==> config.mk <==
export PLATFORM = sky130hd
export DESIGN_NAME = mgmt_gpio_in_sync
export DESIGN_NICKNAME = d
export VERILOG_FILES = /design/src/rtl/mgmt_gpio_pkg.sv /design/src/rtl/mgmt_gpio_in_bit.sv /design/src/rtl/mgmt_gpio_in_sync.sv
export SDC_FILE = /design/constraint.sdc
export NUM_CORES = 1
export LEC_CHECK = 0
export CAP_MARGIN = 20
export CORE_ASPECT_RATIO = 1.75
export CORE_MARGIN = 2
export CORE_UTILIZATION = 44
export DETAILED_ROUTE_END_ITERATION = 12
export PLACE_DENSITY = 0.79
export SLEW_MARGIN = 5
export SYNTH_ARGS = -nofsm -noshare
export SYNTH_HDL_FRONTEND = slang
export SYNTH_SLANG_ARGS = --single-unit
==> constraint.sdc <==
create_clock -name wb_clk_i -period 2.9 [get_ports wb_clk_i]
set_input_delay 0.435 -clock wb_clk_i [delete_from_list [all_inputs] [get_ports wb_clk_i]]
set_output_delay 0.435 -clock wb_clk_i [all_outputs]
set_load 0.02 [all_outputs]
==> src/rtl/mgmt_gpio_pkg.sv <==
// Shared sizing defaults for the management GPIO input path.
// Optional debounce counters are controlled by the MGMT_GPIO_DEBOUNCE_EN macro.
package mgmt_gpio_pkg;

  localparam int MGMT_GPIO_WIDTH       = 18;
  localparam int MGMT_GPIO_SYNC_STAGES = 2;
  localparam int MGMT_GPIO_DEBOUNCE_W  = 4;

endpackage

==> src/rtl/mgmt_gpio_in_bit.sv <==
// One GPIO input bit: synchronizer, optional debounce, stable register, sticky edge status.
// Debounce counter is present only when MGMT_GPIO_DEBOUNCE_EN is defined.
module mgmt_gpio_in_bit
  import mgmt_gpio_pkg::*;
#(
  parameter int SYNC_STAGES = MGMT_GPIO_SYNC_STAGES,
  parameter int DEBOUNCE_W  = MGMT_GPIO_DEBOUNCE_W
) (
  input  logic                  clk,
  input  logic                  rst,
  input  logic                  din,
  input  logic                  rise_en,
  input  logic                  fall_en,
  input  logic                  irq_clr,
  input  logic [DEBOUNCE_W-1:0] dbnc_limit,
  output logic                  val,
  output logic                  status
);

  logic [SYNC_STAGES-1:0] sync_reg;
  logic                   s;
  logic                   update;
  logic                   val_reg;
  logic                   status_reg;

  always_ff @(posedge clk or posedge rst) begin
    if (rst) begin
      sync_reg <= '0;
    end else begin
      sync_reg <= {sync_reg[SYNC_STAGES-2:0], din};
    end
  end

  assign s = sync_reg[SYNC_STAGES-1];

`ifdef MGMT_GPIO_DEBOUNCE_EN
  logic [DEBOUNCE_W-1:0] cnt_reg;

  // >= rather than == so a limit lowered below a running count updates at once.
  assign update = (s != val_reg) && (cnt_reg >= dbnc_limit);

  always_ff @(posedge clk or posedge rst) begin
    if (rst) begin
      cnt_reg <= '0;
    end else if ((s == val_reg) || update) begin
      cnt_reg <= '0;
    end else begin
      cnt_reg <= cnt_reg + {{(DEBOUNCE_W-1){1'b0}}, 1'b1};
    end
  end
`else
  logic dbnc_unused;

  assign dbnc_unused = ^dbnc_limit;
  assign update      = (s != val_reg);
`endif

  always_ff @(posedge clk or posedge rst) begin
    if (rst) begin
      val_reg    <= 1'b0;
      status_reg <= 1'b0;
    end else begin
      if (update) begin
        val_reg <= s;
      end
      // Set terms are ORed after the clear so a same-cycle event wins.
      status_reg <= (status_reg & ~irq_clr)
                  | (update &  s & rise_en)
                  | (update & ~s & fall_en);
    end
  end

  assign val    = val_reg;
  assign status = status_reg;

endmodule

==> src/rtl/mgmt_gpio_in_sync.sv <==
// Management GPIO input receive path: WIDTH independent bit slices plus the OR'd interrupt.
// Debounce behaviour depends on the MGMT_GPIO_DEBOUNCE_EN macro (see mgmt_gpio_in_bit).
module mgmt_gpio_in_sync
  import mgmt_gpio_pkg::*;
#(
  parameter int WIDTH       = MGMT_GPIO_WIDTH,
  parameter int SYNC_STAGES = MGMT_GPIO_SYNC_STAGES,
  parameter int DEBOUNCE_W  = MGMT_GPIO_DEBOUNCE_W
) (
  input  logic                  wb_clk_i,
  input  logic                  wb_rst_i,
  input  logic [WIDTH-1:0]      gpio_in,
  input  logic [WIDTH-1:0]      rise_en,
  input  logic [WIDTH-1:0]      fall_en,
  input  logic [WIDTH-1:0]      irq_clr,
  input  logic [DEBOUNCE_W-1:0] dbnc_limit,
  output logic [WIDTH-1:0]      gpio_val,
  output logic [WIDTH-1:0]      irq_status,
  output logic                  irq
);

  genvar gi;
  generate
    for (gi = 0; gi < WIDTH; gi++) begin : g_bit
      mgmt_gpio_in_bit #(
        .SYNC_STAGES (SYNC_STAGES),
        .DEBOUNCE_W  (DEBOUNCE_W)
      ) u_bit (
        .clk        (wb_clk_i),
        .rst        (wb_rst_i),
        .din        (gpio_in[gi]),
        .rise_en    (rise_en[gi]),
        .fall_en    (fall_en[gi]),
        .irq_clr    (irq_clr[gi]),
        .dbnc_limit (dbnc_limit),
        .val        (gpio_val[gi]),
        .status     (irq_status[gi])
      );
    end
  endgenerate

  assign irq = |irq_status;

endmodule

## Word-level counts from Yosys, hierarchy flattened

Cells that the tools add are included.

- Add/subtract/negate cells: 0
- $mul: 0
- Divide/modulo/power cells: 0
- $lt $le $gt $ge: 0
- Equal/unequal tests: 18
- Shifts and indexed selects: 0
- Muxes and demuxes: 0
- Bitwise gates (word level): 162
- Reductions and logical operators: 1

Operator list:

| cell | number |
|---|---|
| bitwise AND 1 bit | 90 |
| NOT 1 bit | 36 |
| bitwise OR 1 bit | 36 |
| inequality test 1 bit | 18 |
| OR reduction 18 bit | 1 |

- Register bits: 72
- Bits in latches: 0
- RAM bits: 0
- Bits in read-only memories: 0
- Input bits: 78
- Output and inout port bits: 37
- Word-level logic and storage cells: 235
- Memories: 0

## Longest topological paths before layout

Gate-level depths: netlist (run 1).

- Depth in word-level cells: 5
- Depth in mapped cells: 4
- Gate-level depth less buffers: 4

## Hierarchy

From an unflattened synthesis (run 1), not the netlist that was laid out.

- Cell total of the unflattened synthesis: 258
- Area total of the unflattened synthesis: 2,944.1 sq um

Modules (own cells, without submodules):

| module | instances | cells each | area each (sq um) | seq. area each (sq um) |
|---|---|---|---|---|
| mgmt_gpio_in_bit | 18 | 14 | 161.4 | 100.1 |
| mgmt_gpio_in_sync | 1 | 6 | 38.8 | 0.0 |

## Worst setup path after synthesis (run 1)

Ideal clock, no wire load.

- Path type: register to output
- Start point: register g_bit[2].u_bit.status_reg
- End point: output port irq
- Arrival time: 0.999 ns
- Path slack: 1.466 ns
- Cell stages (with the launch flop): 4
- Path buffers: 0
- Path through: dfrtp_1 -> nor4_1 -> and3_1 -> nand4_1

- Word-level cells in the longest chain between the ends: 1

RTL lines:

| what | RTL line | text |
|---|---|---|
| from (decl) | mgmt_gpio_in_bit.sv:24 | `logic status_reg;` |
| from (signal assigned) | mgmt_gpio_in_bit.sv:67 | `status_reg <= (status_reg & ~irq_clr)` |
| OR reduction 18 bit | mgmt_gpio_in_sync.sv:42 | `assign irq = \|irq_status;` |
| to (decl) | mgmt_gpio_in_sync.sv:19 | `output logic irq` |

Every way passes these cells.

## Worst setup path in the final report (run 1)

- Start point: register g_bit[15].u_bit.status_reg
- End point: output port irq

- Word-level cells in the longest chain between the ends: 1

RTL lines:

| what | RTL line |
|---|---|
| from (decl) | mgmt_gpio_in_bit.sv:24 |
| from (signal assigned) | mgmt_gpio_in_bit.sv:67 |
| OR reduction 18 bit | mgmt_gpio_in_sync.sv:42 |

Every way passes these cells.

==> impl_metrics.json, run 1 <==
{
  "hold_class": "reg2reg",
  "worstMarginPinSlew_ns": 0.401,
  "design_area_um2": 4410,
  "rows": 40,
  "synth_cell_types": 10,
  "switching_share": 0.322,
  "arrival_ns": 2.01,
  "largest_register_ff_count": 36,
  "synth-edff-count": 0,
  "cts_sinks": 72,
  "cp_top_family": "simple AND/OR/NAND/NOR gates",
  "finalMaxSlewViolations": 0,
  "root_buffer": "clkbuf_16",
  "peakVddDrop_uv": 469,
  "clk_pin_slew_worst_paths_ns": 0.05,
  "nets": 477,
  "place_congestion": 0.815,
  "leakagePower_nw": 2.10,
  "num_vias": 2101,
  "min_from": "g_bit[7].u_bit.sync_reg[0]",
  "power.density_cell_area_nw_per_um2": 880,
  "total_power_w": 0.00388,
  "regToRegSetupSlack_ns": 1.86,
  "endpoint_kind": "primary output",
  "chipWidth_um": 68.0,
  "async_flop_share": 1.00,
  "antenna_found_initial": 0,
  "r2r_end": "g_bit[16].u_bit.status",
  "critical_path.max_fanout": 3,
  "grt_max_degree": 73,
  "worstPathCellList": "nor4_1 -> and3_1 -> nand4_1 -> clkdlybuf4s50_1",
  "hold_buffers": 0,
  "crit_slowest_cell": "clkdlybuf4s50_1",
  "max_slew_margin": 0.730,
  "antenna_cells": 0,
  "r2r-start": "g_bit[16].u_bit.val",
  "outcome": "complete, no violations",
  "layout_min_cycle_time_ns": 2.45,
  "netlist_area_um2": 3150,
  "core_um2": 6910,
  "fillCellCount": 552,
  "start_util": 0.456,
  "ys.flop_type": "dfrtp_1",
  "wl_per_cell_um": 13.6,
  "die_height_um": 116,
  "seq_power_share": 0.376,
  "dieArea_um2": 7880,
  "via_per_inst": 4.65,
  "syn_nets": 391,
  "numPortBuffers": 110,
  "yosys.area.top_type": "dfrtp_1",
  "placedCellCount": 436,
  "clock_latency_ns": 0.32,
  "skew_ns": 0.00417,
  "worst_ep_required_time_ns": 2.47,
  "combPwrFrac": 0.347,
  "synth.area.top_cells": "dfrtp_1 (57%), ha_1 (14%), buf_4 (8.6%)",
  "grt_use_total": 0.175,
  "max_freq_mhz": 409,
  "start_kind": "flop",
  "path_buf_inv": 1,
  "holdPathStages": 0,
  "max_stage_delay_ns": 0.55,
  "wirelength_mm": 6.13,
  "post-dp-hpwl_mm": 4.82,
  "grt_pass1_wl_mm": 9.96,
  "drv_cap": 0,
  "cts_resized": 0,
  "worst_r2r_path_depth": 4,
  "post_cts_buffers": 0,
  "rsz0062_at_grt": "no",
  "fin_crit_sh": 0.844,
  "synth_common_cells": "dfrtp_1 (72), inv_1 (55), buf_4 (36), ha_1 (36), o21ai_0 (36)",
  "finalNonFillerCells": 452,
  "final.setup.tns_ns": 0,
  "first_pass_iters": 4,
  "syn_to_final_growth_pct": 39.9,
  "syn_area_per_cell_um2": 11.4,
  "pwr-share-clk": 0.277,
  "critical_path_class": "reg2out",
  "htreeDepth": 3,
  "ys_seq_elements": 72,
  "place_area_um2": 4110,
  "netlist.area_leader.share": 0.572,
  "cts_tree": "yes",
  "drtIter0Drc": 107,
  "io_pins": 115,
  "drive_above_1_share": 0.0435,
  "drtAntennaViolNets": 0,
  "report.final.setup_viol": 0,
  "grt_pass1_vias": 2270,
  "hold_viol": 0,
  "clockBufferDepth": 2,
  "overflow": 0,
  "dpl_worst_slack_ns": 0.772,
  "yosysSeqAreaShare": 0.572,
  "drc": 0,
  "power_switching_w": 0.00125,
  "fin_ws_ns": 0.453,
  "ys_warn_count": 0,
  "internal_power_w": 0.00263,
  "yosysMostFrequentCell": "dfrtp_1",
  "cts_made_buffers": 9,
  "synthCells": 277,
  "min_to": "g_bit[7].u_bit.sync_reg[1]"
}
==> cell usage in the layout (no fill, tap or decap), drive strengths merged <==
cell / synthesis / final
clkdlybuf4s50: 0 / 110
dfrtp: 72 / 72
inv: 55 / 55
o21ai: 36 / 36
ha: 36 / 36
nand2: 18 / 18
a22oi: 18 / 18
clkbuf: 0 / 13
nor4: 4 / 4
clkinv: 0 / 2
and3: 1 / 1
nand4: 1 / 1
bufinv: 0 / 1
buf: 36 / 1
==> layout make-up <==
class	count	area (µm²)	share of cell area
clock buffer	13	260	0.0591
clock inverter	3	40.0	0.00909
inverter	55	206	0.0469
multi-input combinational	114	871	0.198
sequential	72	1800	0.409
tap	84	105	0.0239
timing repair buffer	111	1120	0.254
==> power groups by stage <==
stage / Sequential (W) / Combinational (W) / Clock (W)
after floorplan: 0.00142 / 0.00100 / 0
after global placement: 0.00145 / 0.00131 / 0
after detailed placement: 0.00147 / 0.00136 / 0
after CTS: 0.00146 / 0.00137 / 0.00111
after global routing: 0.00150 / 0.00150 / 0.00115
final: 0.00146 / 0.00135 / 0.00108
==> through the flow <==
stage                     hold slack [ns]   util
after global routing                0.352  0.638
after global placement              0.331  0.594
after CTS                           0.347  0.638
after detailed placement            0.335  0.594
final                               0.344  0.638
after floorplan                     0.331      -
==> cell families after synthesis <==
family	synth area share
adders and majority gates	0.143
and+or+nand+nor	0.0334
AOI/OAI and AO/OA	0.100
DFF	0.572
buffers and inverters	0.151
==> worst max path at each step <==
stage | cells past startpoint | end | from | slack, ns
final | 4 | irq | g_bit[15].u_bit.status | 0.45
after global routing | 4 | irq | g_bit[2].u_bit.status | 0.37
after CTS | 4 | irq | g_bit[15].u_bit.status | 0.41
after detailed placement | 4 | irq | g_bit[15].u_bit.status | 0.77
after global placement | 4 | irq | g_bit[2].u_bit.status | 0.78
after floorplan | 1 | g_bit[0].u_bit.status | wb_rst_i | 0.64
==> metal layers <==
layer  global-route usage  share of wire  vias to the layer above
li1                     -              -                     1026
met1                0.166           0.33                      989
met2                0.316           0.57                       70
met3               0.0505          0.067                       16
met4                0.108          0.035                        0
met5                    0              0                        -
Power figures use the tool's default switching activity.
==> inputs of run 2 (changes only) <==
Clock period 2.9 ns to 2.4 ns, I/O delays scaled along.
==> impl_metrics.json, run 2 (synthesized netlist as in run 1, its figures left out) <==
{
  "design_area_um2": 4380,
  "worstMarginPinSlew_ns": 0.438,
  "drtIter0Drc": 125,
  "final_common_cell": "clkdlybuf4s50_1",
  "place_area_um2": 4110,
  "die_height_um": 116,
  "grt_pass1_vias": 2108,
  "critical_path_class": "reg2out",
  "syn_to_final_growth_pct": 39.1,
  "leakagePower_nw": 2.08,
  "clockBufferDepth": 2,
  "num_vias": 2048,
  "report.final.setup_viol": 0,
  "numPortBuffers": 110,
  "max_freq_mhz": 433,
  "top_layer": "met4",
  "drive_above_1_share": 0.0355,
  "regToRegSetupSlack_ns": 1.31,
  "cts_tree": "yes",
  "layout_min_cycle_time_ns": 2.31,
  "worst_ep_required_time_ns": 2.04,
  "overflow": 0,
  "hold_ws_ns": 0.342,
  "power.density_cell_area_nw_per_um2": 1050,
  "root_buffer": "clkbuf_16",
  "start_kind": "flop",
  "place_congestion": 0.764,
  "outcome": "complete, no violations",
  "endpoint_kind": "primary output",
  "chipWidth_um": 68.0,
  "arrival_ns": 1.95,
  "final_cell_mix": "clkdlybuf4s50_1 (110), dfrtp_1 (72), inv_1 (54)",
  "dieArea_um2": 7880,
  "largest_register_ff_count": 36,
  "htreeDepth": 3,
  "finish.utilization": 0.634,
  "wl_met3_um": 387,
  "drc": 0,
  "cts_sinks": 72,
  "antenna_found_initial": 0,
  "nets": 477,
  "clk_pin_slew_worst_paths_ns": 0.05,
  "finalMaxSlewViolations": 0,
  "skew_ns": 0.00641,
  "antenna_cells": 0,
  "drtAntennaViolNets": 0,
  "io_pins": 115,
  "wl_per_cell_um": 13.1,
  "grt_max_degree": 54,
  "hold_class": "reg2reg",
  "grt_use_total": 0.171,
  "via_per_inst": 4.55,
  "clock_latency_ns": 0.33,
  "start_util": 0.456,
  "grt_pass1_wl_mm": 9.47,
  "post-dp-hpwl_mm": 4.60,
  "critical_path.max_fanout": 3,
  "core_um2": 6910,
  "fin_crit_sh": 0.962,
  "rsz0062_at_grt": "no",
  "wirelength_mm": 5.91,
  "cts_made_buffers": 9,
  "total_power_w": 0.00460,
  "hold_viol": 0,
  "multiInputGateArea_um2": 877,
  "wl_met1_mm": 2.04,
  "regArea_um2": 1800,
  "rows": 40,
  "peakVddDrop_uv": 652,
  "final.setup.tns_ns": 0,
  "drv_cap": 0,
  "max_slew_margin": 0.708,
  "met2_length_mm": 3.32,
  "first_pass_iters": 4,
  "fillCellCount": 575
}
run 2: where the power goes:
part           switching (W)  internal (W)
clock               0.000439      0.000793
sequential          0.000251       0.00151
combinational       0.000798      0.000806
total                0.00149       0.00311
run 2: per-layer routing:
layer,vias to the layer above,GRT usage
li1,1026,-
met1,952,0.181
met2,62,0.283
met3,8,0.0602
met4,0,0.101
met5,-,0
run 2: cell type report:
type	count	area share
inverter	55	0.0471
sequential	72	0.411
timing repair buffer	111	0.256
clock buffer	13	0.0548
tap	84	0.0240
clock inverter	1	0.00685
multi-input combinational	114	0.200
run 2: final timing paths:
| check | depth (start not counted) | startpoint | end |
|---|---|---|---|
| worst max-delay path | 4 | g_bit[15].u_bit.status | irq |
| worst min-delay path | 0 | g_bit[14].u_bit.sync_reg[0] | g_bit[14].u_bit.sync_reg[1] |
| worst max register to register | 4 | g_bit[8].u_bit.val | g_bit[8].u_bit.status |
| worst min register to register | 0 | g_bit[14].u_bit.sync_reg[0] | g_bit[14].u_bit.sync_reg[1] |
| max in group asynchronous | 3 | wb_rst_i | g_bit[11].u_bit.sync_reg[0] |
| min in group asynchronous | 2 | wb_rst_i | g_bit[15].u_bit.val |
run 2: worst max-delay path, stage by stage, from the launching register on:
cell	delay (ns)
dfrtp_1	0.38
nor4_1	0.36
and3_1	0.23
nand4_1	0.09
clkdlybuf4s50_1	0.55
run 2: timing repair:
item | 4_1_cts | 5_1_grt
hold buffers | 0 | 0
buffers inserted | 0 | 0
endpoints found under the setup margin | 1 | 0
hold endpoints to repair | 0 | 0
gates resized for setup | 1 | 0
run 2: stage by stage:
stage / setup slack [ns] / std cells
final: 0.0915 / 450
after global routing: 0.0230 / 450
after CTS: 0.0602 / 450
after detailed placement: 0.355 / 436
after global placement: 0.358 / 436
after floorplan: 0.215 / 277
==> inputs of run 3 (changes only) <==
Settings changed: SLEW_MARGIN 5 to unset.
==> results of run 3 <==
The final DEF is identical to that of run 2; final timing and power are the same.
